`config.mk`:
```
export PLATFORM = sky130hd
export DESIGN_NAME = mux_rr_arbiter
export DESIGN_NICKNAME = d
export VERILOG_FILES = /design/src/rtl/mux_arb_pkg.sv /design/src/rtl/rr_pick4.sv /design/src/rtl/mux_rr_arbiter.sv
export SDC_FILE = /design/constraint.sdc
export NUM_CORES = 1
export LEC_CHECK = 0
export CORE_AREA = 2 2 43 45
export DETAILED_ROUTE_END_ITERATION = 16
export DIE_AREA = 0 0 45 47
export PLACE_DENSITY = 0.69
export SLEW_MARGIN = 20
export SYNTH_ARGS = -nofsm -noshare
export SYNTH_HDL_FRONTEND = slang
export SYNTH_HIERARCHICAL = 1
export SYNTH_SLANG_ARGS = --single-unit
```
`constraint.sdc`:
```
create_clock -name clk -period 2.1 [get_ports clk]
set_input_delay 0.525 -clock clk [delete_from_list [all_inputs] [get_ports clk]]
set_output_delay 0.525 -clock clk [all_outputs]
set_load 0.005 [all_outputs]
```
`src/rtl/mux_arb_pkg.sv`:
```
// Shared definitions for the round-robin mux arbiter: FSM encoding,
// requester count, data width and a one-hot helper.
package mux_arb_pkg;

    typedef enum logic {
        IDLE = 1'b0,
        BUSY = 1'b1
    } arb_state_t;

    localparam int NUM_REQ = 4;
    localparam int DATA_W  = 2;

    function automatic logic [NUM_REQ-1:0] onehot4(input logic [1:0] idx);
        logic [NUM_REQ-1:0] v;
        v      = '0;
        v[idx] = 1'b1;
        return v;
    endfunction

endpackage

```
`src/rtl/rr_pick4.sv`:
```
// Combinational round-robin search: first set request bit starting at
// last+1 and wrapping modulo 4, so the previous winner is examined last.
module rr_pick4
    import mux_arb_pkg::*;
(
    input  logic [NUM_REQ-1:0] req,
    input  logic [1:0]         last,
    output logic               found,
    output logic [1:0]         idx
);

    logic [1:0] cand;

    always_comb begin
        found = 1'b0;
        idx   = last;
        cand  = last;
        for (int k = 1; k <= NUM_REQ; k++) begin
            cand = last + 2'(k);
            if (!found && req[cand]) begin
                found = 1'b1;
                idx   = cand;
            end
        end
    end

endmodule

```
`src/rtl/mux_rr_arbiter.sv`:
```
// Round-robin arbiter sharing one 4:1 x 2-bit mux among four requesters.
// Define ARB_TIMEOUT_EN to force rotation after HOLD_MAX grant cycles.
module mux_rr_arbiter
    import mux_arb_pkg::*;
#(
    parameter int HOLD_MAX = 8
)
(
    input  logic                clk,
    input  logic                rst,
    input  logic [NUM_REQ-1:0]  req,
    input  logic [DATA_W-1:0]   d0,
    input  logic [DATA_W-1:0]   d1,
    input  logic [DATA_W-1:0]   d2,
    input  logic [DATA_W-1:0]   d3,
    output logic [NUM_REQ-1:0]  gnt,
    output logic [1:0]          sel,
    output logic [DATA_W-1:0]   y,
    output logic                valid
);

    if (HOLD_MAX < 2 || HOLD_MAX > 255) begin : g_hold_range
        $error("mux_rr_arbiter: HOLD_MAX must lie in 2..255");
    end

    arb_state_t         state;
    logic [1:0]         last;
    logic [NUM_REQ-1:0] srch_req;
    logic               found;
    logic [1:0]         win;
    logic               do_grant;
    logic               do_drop;

`ifdef ARB_TIMEOUT_EN
    logic [7:0] hold_cnt;
    logic       hold_expired;

    assign hold_expired = (hold_cnt == 8'(HOLD_MAX - 1));
`endif

    // The current owner is masked so a pending "other" request is exactly
    // what the picker reports; this also ranks a releasing owner last.
    assign srch_req = req & ~gnt;

    rr_pick4 u_pick (
        .req   (srch_req),
        .last  (last),
        .found (found),
        .idx   (win)
    );

    always_comb begin
        do_grant = 1'b0;
        do_drop  = 1'b0;
        if (state == IDLE) begin
            do_grant = found;
        end else if (!req[sel]) begin
            do_grant = found;
            do_drop  = !found;
        end
`ifdef ARB_TIMEOUT_EN
        else begin
            do_grant = found && hold_expired;
        end
`endif
    end

    always_ff @(posedge clk or posedge rst) begin
        if (rst) begin
            state <= IDLE;
            gnt   <= '0;
            sel   <= 2'd0;
            valid <= 1'b0;
            last  <= 2'd3;
        end else if (do_grant) begin
            state <= BUSY;
            gnt   <= onehot4(win);
            sel   <= win;
            valid <= 1'b1;
            last  <= win;
        end else if (do_drop) begin
            // sel is kept so it still names the last grantee while idle
            state <= IDLE;
            gnt   <= '0;
            valid <= 1'b0;
        end
    end

`ifdef ARB_TIMEOUT_EN
    always_ff @(posedge clk or posedge rst) begin
        if (rst) begin
            hold_cnt <= 8'd0;
        end else if (do_grant) begin
            hold_cnt <= 8'd0;
        end else if (state == BUSY && !hold_expired) begin
            hold_cnt <= hold_cnt + 8'd1;
        end
    end
`endif

    always_comb begin
        y = '0;
        if (valid) begin
            case (sel)
                2'd0: y = d0;
                2'd1: y = d1;
                2'd2: y = d2;
                2'd3: y = d3;
                default: y = '0;
            endcase
        end
    end

endmodule

```
==> impl_metrics.csv <==
group,metric,value,unit
placed_design,portBuffers,22,
pwr,pwr-share-comb,61.6,%
drt,antenna_left,0,
cells_and_area,final_util,59.32,%
pwr,seqPwrFrac,28.2,%
pwr,leakagePower,0.0004177,µW
drt,drt-pass1-iter-count,3,
global_routing,grt_overflow,0,
synth,synth_top_area_share,26.62,%
die,die_y,47,µm
cells_and_area,diodes,0,
synth,synth_edf_count,0,
die,pin_count,23,
drt,viasPerCell,5.409,
synth,yosys_warnings,6,
timing,hold_violations,0,
pwr,p_sw,491.3,µW
cts,clock_latency,0.26,ns
placed_design,post-place-ws,-0.4420,ns
pwr,ir_drop,0.0005799,V
pwr,power_density,1299,mW/mm²
cts,cts_setup_buffers,0,
cells_and_area,nNetsFinal,113,
cells_and_area,layout_common_cells,"clkdlybuf4s50_1 (12), buf_4 (12), dlygate4sd2_1 (8), dfrtp_1 (7), inv_1 (6)",
die,die_w,45,µm
critical_path,critPathLaunchType,"primary input",
pwr,p_sw_share,38.60,%
timing,slew_viol_final,0,
placed_design,dpl.hpwl,1262,µm
synth,synth_ff_type,"dfrtp_1",
synth,async_flop_share,100.0,%
synth,seq_area_frac_synth,34.60,%
drt,drtIter0Drc,10,
pwr,power_frac_clock,10.2,%
critical_path,setup.worst_path.class,"primary input to flop",
critical_path,crit_path_end_kind,"flop",
synth,synthTopCellsByArea,"dfrtp_1 (27%), dfstp_2 (8.0%), mux4_1 (8.0%)",
timing,finalSetupViolations,0,
outcome,outcome,"complete, no violations",
timing,finClkSkew,0.009104,ns
global_routing,antenna_found_initial,0,
cts,cts-root-buf,"clkbuf_4",
cts,clockBufferDepth,2,
cells_and_area,drive_gt1_share,27.55,%
pwr,p_int,781.6,µW
critical_path,worstPathRequired,2.27,ns
global_routing,grt_pass1_vias,610,
die,rows,15,
cells_and_area,area_growth,48.86,%
cts,htreeDepth,1,
timing,worst-slew-pin-transition,0.4567,ns
drt,drc,0,
timing,fmax,486.6,MHz
critical_path,arrival,2.22,ns
timing,period_share,97.86,%
cts,cts_inserted_buffers,3,
synth,synth_top_area_cell,"dfrtp_1",
timing,layout_min_cycle_time,2.055,ns
synth,syn_avg_cell_area,10.62,µm²
synth,synth_seq_cells,9,
synth,synth_cells,62,
die,coreArea,0.001652,mm²
global_routing,grt_max_degree,10,
drt,vias,622,
synth,netlist-cell-type-count,31,
flow_run,cap_viol_max_count,0,
worst_hold_path,hp-class,"primary input to async pin",
global_routing,track_usage,16.83,%
timing,timing.final.ws_setup,0.04491,ns
cts,cts.sinks,9,
placed_design,gp_congestion,0.7992,
die,initial_core_util,39.85,%
synth,syn-num-nets,76,
synth,synth_area,658.1,µm²
drt,drt_wl_total,1619,µm
drt,wl_per_cell,14.08,µm
cts,ctsHoldBuffers,0,
global_routing,grt_pass1_wl,2553,µm
timing,slew_headroom,69.55,%
cts,clk_pin_slew,0.06,ns
critical_path,crit_fanout,5,
cts,tritoncts,"built",
die,die_area,0.002115,mm²
==> critical path, stage by stage <==
cell and delay (ns):
clkdlybuf4s50_1 0.41, nor2b_1 0.15, or4_4 0.58, or2_2 0.30, o221ai_2 0.10, o2bb2ai_1 0.16
==> power groups by stage <==
stage	Combinational [µW]	Sequential, µW	Clock, µW
2_1_floorplan	503	336	0
3_3_place_gp	780	352	0
3_5_place_dp	791	358	0
4_1_cts	774	359	137
5_1_grt	861	374	145
6_report	784	359	130
==> worst paths after layout <==
check / start / end / slack (ns) / cells after the start
worst min-delay path: rst / sel[1] / 0.53 / 2
max in group asynchronous: rst / last[1] / 1.26 / 2
worst max register to register: gnt[3] / gnt[1] / 0.42 / 5
min in group clk: gnt[2] / gnt[2] / 0.54 / 1
worst min register to register: gnt[2] / gnt[2] / 0.54 / 1
worst max-delay path: req[3] / gnt[1] / 0.04 / 6
==> registers in the layout, summed over array words and instances (netlist names) <==
signal / count
gnt: 4
last: 2
sel: 2
state: 1
==> cells in the mapped netlist (2+ instances only) <==
master	instances
dfrtp_1	7
inv_1	6
nor2b_1	5
o2bb2ai_1	4
a21oi_1	2
and2_1	2
dfstp_2	2
mux2_1	2
mux2i_4	2
mux4_1	2
nand2_1	2
nand2b_1	2
nand3_1	2
nor2_1	2
o211ai_1	2
o221ai_1	2
o22ai_1	2
==> layout make-up <==
type	count	area, µm²
clock buffers	4	26.28
fillers	155	671.9
inverters	6	22.52
multi-input cells	45	391.6
flip-flops and latches	9	227.7
well taps	17	21.27
repair buffers	34	290.3
==> per-stage QoR <==
| step | power [µW] | setup TNS, ns | instance area, µm² | std cells | hold WS, ns |
|---|---|---|---|---|---|
| final | 1273 | 0 | 979.7 | 115 | 0.5287 |
| after global routing | 1379 | -0.01668 | 979.7 | 115 | 0.5660 |
| after CTS | 1270 | 0 | 973.4 | 115 | 0.5337 |
| after detailed placement | 1149 | -2.827 | 970.9 | 111 | 0.5207 |
| after global placement | 1132 | -2.741 | 970.9 | 111 | 0.5215 |
| after floorplan | 838.7 | 0 | 658.1 | 62 | 0.3515 |
==> repair_timing <==
| action | CTS | global route |
|---|---|---|
| pin swaps | 2 | 0 |
| endpoints found under the setup margin | 6 | 4 |
| resized for setup | 18 | 1 |
==> cell families (layout without fill, tap and decap cells) <==
group                  count (synthesis)  in the layout  synth area share (%)
flip-flops                             9              9                 34.60
multiplexers                           7              7                 19.77
AND/OR/NAND/NOR                       22             22                 19.77
buffers and inverters                  8             44                 6.274
AO/OA/AOI/OAI                         16             16                 19.58
==> routing by layer <==
metal / share of wire, % / wire, µm / up-vias / GRT usage (%)
li1: - / - / 308 / -
met1: 47 / 761 / 302 / 22.51
met2: 49 / 790 / 10 / 27.14
met3: 3.5 / 56 / 2 / 1.538
met4: 0.68 / 11 / 0 / 8.824
met5: 0 / 0 / - / 0
Note: power is estimated with default switching activity, not from simulation.
